===== src/rtl/sid_sched_pkg.sv =====
// Shared types and constants for the SID timed write scheduler.
package sid_sched_pkg;

    localparam int unsigned SID_REG_COUNT = 25;
    localparam int unsigned SID_ADDR_W    = 5;
    localparam int unsigned SID_DATA_W    = 8;
    localparam int unsigned REC_PAYLOAD_W = SID_ADDR_W + SID_DATA_W;

    typedef enum logic [1:0] {
        StIdle,
        StLoad,
        StWait,
        StIssue
    } sched_state_e;

    // Record layout is {delta, addr, data}.
    function automatic int unsigned rec_width(input int unsigned delta_w);
        return delta_w + REC_PAYLOAD_W;
    endfunction

endpackage


===== src/rtl/sid_sched_fifo.sv =====
// Synchronous record FIFO with occupancy output and single-cycle flush.
module sid_sched_fifo #(
    parameter int unsigned DEPTH = 64,
    parameter int unsigned WIDTH = 29
) (
    input  logic                     clk_i,
    input  logic                     rst_ni,
    input  logic                     flush_i,
    input  logic                     push_i,
    input  logic [WIDTH-1:0]         wdata_i,
    input  logic                     pop_i,
    output logic [WIDTH-1:0]         rdata_o,
    output logic                     empty_o,
    output logic                     full_o,
    output logic [$clog2(DEPTH):0]   level_o
);

    localparam int unsigned PtrW = $clog2(DEPTH);

    logic [WIDTH-1:0] mem_q [DEPTH];
    logic [PtrW-1:0]  wptr_q, wptr_d;
    logic [PtrW-1:0]  rptr_q, rptr_d;
    logic [PtrW:0]    level_q, level_d;
    logic             push_ok, pop_ok;

    assign empty_o = (level_q == '0);
    assign full_o  = (level_q == (PtrW+1)'(DEPTH));
    assign level_o = level_q;
    assign rdata_o = mem_q[rptr_q];

    // Flush wins over a same-cycle push or pop.
    assign push_ok = push_i && !full_o && !flush_i;
    assign pop_ok  = pop_i && !empty_o && !flush_i;

    always_comb begin
        wptr_d  = wptr_q;
        rptr_d  = rptr_q;
        level_d = level_q;
        if (flush_i) begin
            wptr_d  = '0;
            rptr_d  = '0;
            level_d = '0;
        end else begin
            if (push_ok) wptr_d = wptr_q + PtrW'(1);
            if (pop_ok)  rptr_d = rptr_q + PtrW'(1);
            unique case ({push_ok, pop_ok})
                2'b10:   level_d = level_q + (PtrW+1)'(1);
                2'b01:   level_d = level_q - (PtrW+1)'(1);
                default: level_d = level_q;
            endcase
        end
    end

    always_ff @(posedge clk_i or negedge rst_ni) begin
        if (!rst_ni) begin
            wptr_q  <= '0;
            rptr_q  <= '0;
            level_q <= '0;
        end else begin
            wptr_q  <= wptr_d;
            rptr_q  <= rptr_d;
            level_q <= level_d;
        end
    end

    always_ff @(posedge clk_i) begin
        if (push_ok) mem_q[wptr_q] <= wdata_i;
    end

endmodule


===== src/rtl/sid_write_sched.sv =====
// Timed SID register-write replay scheduler with host read arbitration.
// Optional shadow register file for host reads: define SID_SCHED_SHADOW_EN.
module sid_write_sched
    import sid_sched_pkg::*;
#(
    parameter int unsigned DEPTH   = 64,
    parameter int unsigned DELTA_W = 16
) (
    input  logic                     clk,
    input  logic                     iRstN,
    input  logic                     clkEn,
    input  logic                     iRun,
    input  logic                     iFlush,
    input  logic                     iPushValid,
    output logic                     oPushReady,
    input  logic [DELTA_W-1:0]       iPushDelta,
    input  logic [4:0]               iPushAddr,
    input  logic [7:0]               iPushData,
    input  logic                     iRdReq,
    input  logic [4:0]               iRdAddr,
    output logic                     oRdValid,
    output logic [7:0]               oRdData,
    output logic                     oSidWE,
    output logic [4:0]               oSidAddr,
    output logic [7:0]               oSidData,
    input  logic [7:0]               iSidDataR,
    output logic [$clog2(DEPTH):0]   oLevel,
    output logic                     oUnderrun
);

    localparam int unsigned RecW = rec_width(DELTA_W);

    sched_state_e            state_q, state_d;
    logic [DELTA_W-1:0]      cnt_q, cnt_d;
    logic [SID_ADDR_W-1:0]   hold_addr_q, hold_addr_d;
    logic [SID_DATA_W-1:0]   hold_data_q, hold_data_d;
    logic                    underrun_q, underrun_d;
    logic                    we_q, we_d;
    logic [SID_ADDR_W-1:0]   sid_addr_q, sid_addr_d;
    logic [SID_DATA_W-1:0]   sid_data_q, sid_data_d;
    logic                    rd_pend_q, rd_pend_d;
    logic [SID_ADDR_W-1:0]   rd_addr_q, rd_addr_d;
    logic                    rd_bus_q, rd_bus_d;
    logic                    rd_valid_q, rd_valid_d;
    logic [SID_DATA_W-1:0]   rd_data_q, rd_data_d;

    logic [RecW-1:0]         head;
    logic                    fifo_empty, fifo_full;
    logic                    issue_next;
    logic                    rd_new, rd_new_bus, rd_shadow, rd_want, rd_serve;
    logic [SID_ADDR_W-1:0]   rd_want_addr;

    sid_sched_fifo #(
        .DEPTH (DEPTH),
        .WIDTH (RecW)
    ) u_fifo (
        .clk_i   (clk),
        .rst_ni  (iRstN),
        .flush_i (iFlush),
        .push_i  (iPushValid),
        .wdata_i ({iPushDelta, iPushAddr, iPushData}),
        .pop_i   (state_q == StLoad),
        .rdata_o (head),
        .empty_o (fifo_empty),
        .full_o  (fifo_full),
        .level_o (oLevel)
    );

    assign oPushReady = !fifo_full;
    assign oUnderrun  = underrun_q;
    assign oSidWE     = we_q;
    assign oSidAddr   = sid_addr_q;
    assign oSidData   = sid_data_q;
    assign oRdValid   = rd_valid_q;
    assign oRdData    = rd_data_q;

    always_comb begin
        state_d     = state_q;
        cnt_d       = cnt_q;
        hold_addr_d = hold_addr_q;
        hold_data_d = hold_data_q;
        underrun_d  = underrun_q;
        case (state_q)
            StIdle: begin
                if (!fifo_empty && iRun) state_d = StLoad;
            end
            StLoad: begin
                cnt_d       = head[RecW-1 -: DELTA_W];
                hold_addr_d = head[SID_DATA_W +: SID_ADDR_W];
                hold_data_d = head[SID_DATA_W-1:0];
                state_d     = StWait;
            end
            StWait: begin
                // Delta 0 and 1 both fire on the next tick; cnt never wraps.
                if (clkEn && iRun) begin
                    if (cnt_q <= DELTA_W'(1)) state_d = StIssue;
                    else                      cnt_d   = cnt_q - DELTA_W'(1);
                end
            end
            StIssue: begin
                if (!fifo_empty) begin
                    state_d = StLoad;
                end else begin
                    state_d = StIdle;
                    if (iRun) underrun_d = 1'b1;
                end
            end
            default: state_d = StIdle;
        endcase
        if (iFlush) begin
            state_d    = StIdle;
            underrun_d = 1'b0;
        end
    end

`ifdef SID_SCHED_SHADOW_EN
    localparam logic [SID_ADDR_W-1:0] ShadowLim = SID_ADDR_W'(SID_REG_COUNT);

    logic [SID_DATA_W-1:0] shadow_q [SID_REG_COUNT];

    assign rd_shadow = rd_new && (iRdAddr < ShadowLim);

    always_ff @(posedge clk or negedge iRstN) begin
        if (!iRstN) begin
            for (int i = 0; i < int'(SID_REG_COUNT); i++) shadow_q[i] <= '0;
        end else if (issue_next && (hold_addr_q < ShadowLim)) begin
            shadow_q[hold_addr_q] <= hold_data_q;
        end
    end
`else
    assign rd_shadow = 1'b0;
`endif

    assign issue_next   = (state_d == StIssue);
    assign rd_new       = iRdReq && !rd_pend_q && !rd_bus_q;
    assign rd_new_bus   = rd_new && !rd_shadow;
    assign rd_want      = rd_pend_q || rd_new_bus;
    assign rd_want_addr = rd_pend_q ? rd_addr_q : iRdAddr;
    // A due write owns the bus; the read waits one cycle in the pending slot.
    assign rd_serve     = rd_want && !issue_next;

    always_comb begin
        we_d       = issue_next;
        sid_addr_d = sid_addr_q;
        sid_data_d = sid_data_q;
        rd_pend_d  = rd_want && !rd_serve;
        rd_addr_d  = rd_want ? rd_want_addr : rd_addr_q;
        rd_bus_d   = rd_serve;
        rd_valid_d = rd_bus_q;
        rd_data_d  = rd_bus_q ? iSidDataR : rd_data_q;
        if (issue_next) begin
            sid_addr_d = hold_addr_q;
            sid_data_d = hold_data_q;
        end else if (rd_serve) begin
            sid_addr_d = rd_want_addr;
        end
`ifdef SID_SCHED_SHADOW_EN
        if (rd_shadow) begin
            rd_valid_d = 1'b1;
            rd_data_d  = shadow_q[iRdAddr];
        end
`endif
    end

    always_ff @(posedge clk or negedge iRstN) begin
        if (!iRstN) begin
            state_q     <= StIdle;
            cnt_q       <= '0;
            hold_addr_q <= '0;
            hold_data_q <= '0;
            underrun_q  <= 1'b0;
            we_q        <= 1'b0;
            sid_addr_q  <= '0;
            sid_data_q  <= '0;
            rd_pend_q   <= 1'b0;
            rd_addr_q   <= '0;
            rd_bus_q    <= 1'b0;
            rd_valid_q  <= 1'b0;
            rd_data_q   <= '0;
        end else begin
            state_q     <= state_d;
            cnt_q       <= cnt_d;
            hold_addr_q <= hold_addr_d;
            hold_data_q <= hold_data_d;
            underrun_q  <= underrun_d;
            we_q        <= we_d;
            sid_addr_q  <= sid_addr_d;
            sid_data_q  <= sid_data_d;
            rd_pend_q   <= rd_pend_d;
            rd_addr_q   <= rd_addr_d;
            rd_bus_q    <= rd_bus_d;
            rd_valid_q  <= rd_valid_d;
            rd_data_q   <= rd_data_d;
        end
    end

endmodule


===== config.mk =====
export PLATFORM = sky130hd
export DESIGN_NAME = sid_write_sched
export DESIGN_NICKNAME = d
export VERILOG_FILES = /design/src/rtl/sid_sched_pkg.sv /design/src/rtl/sid_sched_fifo.sv /design/src/rtl/sid_write_sched.sv
export SDC_FILE = /design/constraint.sdc
export NUM_CORES = 2
export LEC_CHECK = 0
export CAP_MARGIN = 10
export CORE_ASPECT_RATIO = 0.75
export CORE_MARGIN = 5
export CORE_UTILIZATION = 30
export DETAILED_ROUTE_END_ITERATION = 12
export PLACE_DENSITY_LB_ADDON = 0.1
export SLEW_MARGIN = 20
export SYNTH_ARGS = -nofsm -noshare
export SYNTH_HDL_FRONTEND = slang
export SYNTH_SLANG_ARGS = --single-unit

===== constraint.sdc =====
create_clock -name clk -period 4.9 [get_ports clk]
set_input_delay 0.49 -clock clk [delete_from_list [all_inputs] [get_ports clk]]
set_output_delay 0.49 -clock clk [all_outputs]
set_load 0.005 [all_outputs]

# Word-level counts from Yosys, hierarchy flattened
# Memories as Yosys holds them, arrays and structs flattened.
# Cells that the tools add are included.
totals:
  register_bits: 81
  mem_bits_rw: 1856
  input_bits: 49
  out_inout_bits: 32
  wordCells: 86
  mem_count: 1
memory_table:
  columns: ["memory", "depth", "width", "rd", "rd_clocked_by_memory_dff", "write_ports", "line", "rtl"]
  rows:
  - ["u_fifo.mem_q", 64, 29, 1, 0, 1, "sid_sched_fifo.sv:20", "logic [WIDTH-1:0] mem_q [DEPTH];"]
op_classes:
  addsub: 5
  order_cmp: 1
  eq_ne: 9
  n_mux: 24
  reduce_logical: 30
ops:
  columns: ["op", "count"]
  rows:
  - ["$mux 16", 2]
  - ["$pmux 16 s2", 1]
  - ["$mux 6", 4]
  - ["$le 16x1->1 const B", 1]
  - ["$sub 16x1->16 const B", 1]
  - ["$mux 5", 3]
  - ["$pmux 7 s2", 1]
  - ["$reduce_bool 2->1", 7]
  - ["$add 6x1->6 const B", 2]
  - ["$logic_and 1x1->1", 10]
  - ["$eq 2x2->1 const B", 4]
  - ["$mux 2", 4]
  - ["$pmux 2 s4", 1]
  - ["$add 7x1->7 const B", 1]
  - ["$eq 7x7->1 const B", 1]
  - ["$logic_not 1->1", 7]
  - ["$logic_not 7->1", 1]
  - ["$mux 1", 7]
  - ["$mux 7", 1]
  - ["$sub 7x1->7 const B", 1]
  - ["$reduce_and 3->1", 2]
  - ["$eq 2x1->1 const B", 2]
  - ["$ne 2x2->1 const B", 2]
  - ["$reduce_bool 3->1", 1]
  - ["2 further kinds", 2]

# Logic depth before layout (Yosys ltp)
logic_depth:
  depth_word: 11
  mapped_depth: 14
  depth_no_buf: 13

# Modules after synthesis
# From an unflattened synthesis, not the netlist that was laid out.
unflattened:
  cells_unflattened: 3263
  area_unflattened_um2: 75023.2
modules_own_cells:
  columns: ["module", "instances", "cells_each", "area_each_um2", "seq_area_each_um2"]
  rows:
  - ["sid_sched_fifo", 1, 2990, 71880.2, 56208.9]
  - ["sid_write_sched", 1, 273, 3143.0, 1551.5]

# Worst setup path before layout
# Ideal clock, no wire load.
synth_timing:
  kind: "register to register"
  startpoint: "register u_fifo.level_q[0], in the netlist u_fifo.level_o[0]"
  endpoint: "memory u_fifo.mem_q[48][0] (enable)"
  setup_ps: 489
  arrival_ps: 4301
  required_time_ps: 4411
  path_slack_ps: 110
  stages_incl_launch_ff: 7
  path_buffers: 2
  period_less_slack_ps: 4790
  path_cell_list: "dfrtp_1 clkbuf_1 o41ai_2 buf_2 nor2_1 nand4b_1 nor4_1"
synth_between:
  elab_chain_cells: 6
synth_rtl:
  columns: ["element", "line", "rtl"]
  rows:
  - ["start: declaration", "sid_sched_fifo.sv:23", "logic [PtrW:0] level_q, level_d;"]
  - ["start signal: assignment", "sid_sched_fifo.sv:62", "level_q <= level_d;"]
  - ["$eq 7x7->1", "sid_sched_fifo.sv:27", "assign full_o = (level_q == (PtrW+1)'(DEPTH));"]
  - ["$logic_not 1->1", "sid_sched_fifo.sv:32", "assign push_ok = push_i && !full_o && !flush_i;"]
  - ["$logic_and 1x1->1 (2 in series)", "sid_sched_fifo.sv:32", null]
  - ["$mux 1", "sid_sched_fifo.sv:67", "if (push_ok) mem_q[wptr_q] <= wdata_i;"]
  - ["$mux 1 (implied by the code)", "sid_sched_fifo.sv:67", null]
  - ["end: declaration", "sid_sched_fifo.sv:20", null]
# No other way between the ends.

# Worst setup path after layout
layout_timing:
  startpoint: "register u_fifo.level_q[3], in the netlist u_fifo.level_o[3]"
  endpoint: "register u_fifo.level_q[6], in the netlist u_fifo.level_o[6]"
layout_between:
  elab_chain_cells: 7
  elab_cells_between_ends: 15
  cone_classes: "2 x add/sub; 3 x eq/ne; 2 x mux; 8 x reduce/logical"
layout_rtl:
  columns: ["element", "line", "rtl"]
  rows:
  - ["$eq 7x7->1 / $logic_not 7->1 (equally long branches)", "sid_sched_fifo.sv:27, sid_sched_fifo.sv:26", null]
  - ["$logic_not 1->1, on equally long branches", "sid_sched_fifo.sv:32, sid_sched_fifo.sv:33", null]
  - ["$logic_and 1x1->1, on equally long branches (2 in series)", "sid_sched_fifo.sv:32, sid_sched_fifo.sv:33", null]
  - ["$eq 2x1->1 / $eq 2x2->1 (equally long branches)", "sid_sched_fifo.sv:46", "unique case ({push_ok, pop_ok})"]
  - ["$pmux 7 s2", "sid_sched_fifo.sv:46", null]
  - ["$mux 7", "sid_sched_fifo.sv:39", "if (flush_i) begin"]
# Several ways; a longest one is shown, not always the timed one.
# A chain may end at the register's enable or synchronous reset.

==> impl_metrics.json <==
{
  "cts-root-buf": "clkbuf_16",
  "synth_fp_nets": 3378,
  "fp.dieH_um": 443,
  "die-area_mm2": 0.260,
  "arrival_ns": 4.50,
  "synth_edf_count": 1856,
  "r2r_slack_ns": 1.14,
  "clockBufferDepth": 4,
  "grt_max_degree": 73,
  "yosys.area_share.simple_pct": 1.92,
  "syn_inst": 3315,
  "place_inst": 6686,
  "status": "finished, final reports clean",
  "synth-seq-cells": 1937,
  "via_per_inst": 5.13,
  "antenna_found_initial": 18,
  "skew_ns": 0.0394,
  "synth_xor_area_share_pct": 0.164,
  "hold_viol_final": 0,
  "clk_latency_ns": 0.86,
  "grtUsageTotal_pct": 17.7,
  "synthAdderAreaFrac_pct": 0.244,
  "synth_warnings": 0,
  "path_clk_slew_ns": 0.06,
  "dr.pass1.iters": 6,
  "rows": 158,
  "dp_slack_ns": 1.10,
  "cts_setup_buffers": 0,
  "synth.avg_cell_area_um2": 22.6,
  "end_kind": "register",
  "synth_area_mm2": 0.0749,
  "async_flop_share_pct": 4.18,
  "cts_made_buffers": 206,
  "synth_flop_cell": "edfxtp_1",
  "drcViolationCount": 0,
  "total_leakage_power_nw": 26.4,
  "drt_wl_total_um": 235000,
  "synth.most_common_cell": "edfxtp_1",
  "dr.first_iter.drc_count": 3964,
  "start_util_pct": 30.2,
  "cts_sinks": 1937,
  "synth_compound_area_share_pct": 1.77,
  "setup_slack_ns": 1.14,
  "hpwl_um": 138000,
  "final_util_pct": 35.4,
  "final_max_slew_viol_count": 0,
  "finalNonFillerCells": 7047,
  "gp_congestion": 0.795,
  "synth_top_area_share_pct": 74.4,
  "drive_above_1_share_pct": 30.3,
  "synth.distinct_cells": 66,
  "cts_resized": 0,
  "htree_levels": 4,
  "fin_crit_sh_pct": 76.8,
  "ios": 81,
  "rsz0062_at_grt": "no",
  "synth_top_area_cell": "edfxtp_1",
  "yosysSeqAreaShare_pct": 77.1,
  "io_buffer_count": 80,
  "hp-class": "in -> reg",
  "finalCriticalPeriod_ns": 3.76,
  "fmax_mhz": 266,
  "relSlewSlack_pct": 28.1,
  "grt_pass1_wl_um": 321000,
  "ir_drop_uv": 251,
  "wl_per_cell_um": 33.4,
  "power.density_mw_per_mm2": 446,
  "start_kind": "register",
  "ant_nets": 0,
  "crit_type": "reg -> reg",
  "nNetsFinal": 3678,
  "grt-ovfl-total": 0,
  "worst_pin_slew_ns": 1.08,
  "yosys-top-cells-area": "edfxtp_1, mux4_2, dfrtp_1",
  "grt_pass1_vias": 36400,
  "ctsHoldBuffers": 1,
  "setup-tns-final_ns": 0,
  "maxCapViolCount": 0,
  "vias": 36200,
  "synth_top_family_by_area": "multiplexers",
  "muxShareOfSynthArea_pct": 17.5,
  "setup_viol": 0,
  "core_area_mm2": 0.248,
  "die_w_um": 587,
  "path_max_fanout": 12,
  "yosys-top-cells-count": "edfxtp_1, mux4_2, nor2_1",
  "syn_to_final_growth_pct": 16.9,
  "cts_tree": "yes",
  "crit_required_ns": 5.63
}
## sequential cells by signal, indices dropped and copies added, names as in the netlist
signal,cells
hold_data_q,8
u_fifo.wptr_q,6
u_fifo.rptr_q,6
oSidData,8
oSidWE,1
rd_bus_q,1
oRdValid,1
cnt_q,16
u_fifo.level_o,7
u_fifo.mem_q,1856
oSidAddr,5
oRdData,8
oUnderrun,1
hold_addr_q,5
rd_pend_q,1
state_q,2
rd_addr_q,5
## cell usage in the layout, fill, tap and decap left out, types with 30 or more instances in the layout
| cell | n |
|---|---|
| clkbuf_16 | 208 |
| mux2i_1 | 93 |
| dfrtp_1 | 75 |
| clkbuf_1 | 41 |
| nand2_1 | 91 |
| edfxtp_1 | 1856 |
| mux2_2 | 30 |
| nor2_1 | 48 |
| buf_12 | 44 |
| clkdlybuf4s50_1 | 50 |
| clkinv_1 | 43 |
| buf_4 | 151 |
| clkinv_2 | 31 |
| o21ai_0 | 48 |
| nor2_4 | 62 |
| mux4_2 | 525 |
## power breakdown
part           internal (W)  leakage, nW  switching [W]
combinational       0.00256         5.64        0.00276
sequential           0.0184         17.7       0.000303
clock               0.00851         3.07        0.00652
total                0.0295         26.4        0.00959
## worst paths after layout
kind / end / from / cells past startpoint
min in group asynchronous: state_q[1] / iRstN / 2
setup / recovery: u_fifo.level_o[6] / u_fifo.level_o[3] / 12
hold / removal: u_fifo.mem_q[41][0] / iPushData[0] / 1
max in group asynchronous: oRdData[1] / iRstN / 3
hold reg to reg: rd_addr_q[1] / rd_addr_q[1] / 1
setup reg to reg: u_fifo.level_o[6] / u_fifo.level_o[3] / 12
## routing by layer
metal  global-route usage, %  vias up  routed length, µm  part of all wire (%)
met5                       0        -                  0                     0
met4                    3.07        0               3870                   1.6
met3                    3.60      256              15100                   6.4
met2                    25.6     1129             101000                    43
met1                    27.9    20100             115000                    49
li1                        -    14700                  -                     -
## area by class of cell
class / count / area, µm²
Antenna cell: 4 / 10.0
Fill cell: 22900 / 160000
Multi-Input combinational cell: 1180 / 16700
Clock buffer: 255 / 5440
Sequential cell: 1937 / 57800
Tap cell: 3280 / 4100
Timing Repair Buffer: 274 / 2670
Inverter: 16 / 65.1
Clock inverter: 101 / 852
## cell families (layout without fill, tap and decap cells)
family / after synthesis / count (layout)
AO/OA/AOI/OAI: 190 / 190
flip-flops: 1937 / 1937
multiplexers: 652 / 652
other: 0 / 4
buffers and inverters: 198 / 646
adder cells (fa/ha/maj): 14 / 14
XOR/XNOR: 14 / 14
AND/OR/NAND/NOR: 310 / 310
## critical path: stages, from the launching register on
cell and delay [ns]:
dfrtp_1 0.41, or4_4 0.60, o41ai_2 0.21, buf_4 0.28, nand2_1 0.11, nor2_1 0.41
ha_1 0.37, a21o_1 0.20, a21oi_1 0.23, o21bai_1 0.09, a21oi_1 0.18, mux2i_1 0.22
mux2_2 0.34
## per-stage QoR
stage / hold slack, ns / instance area, µm² / power [W]
2_1_floorplan: 0.194 / 74900 / 0.0224
3_3_place_gp: 0.474 / 81300 / 0.0245
3_5_place_dp: 0.485 / 81300 / 0.0245
4_1_cts: 0.0941 / 87600 / 0.0397
5_1_grt: 0.125 / 87600 / 0.0407
6_report: 0.168 / 87600 / 0.0391
Note: power is estimated with default switching activity, not from simulation.
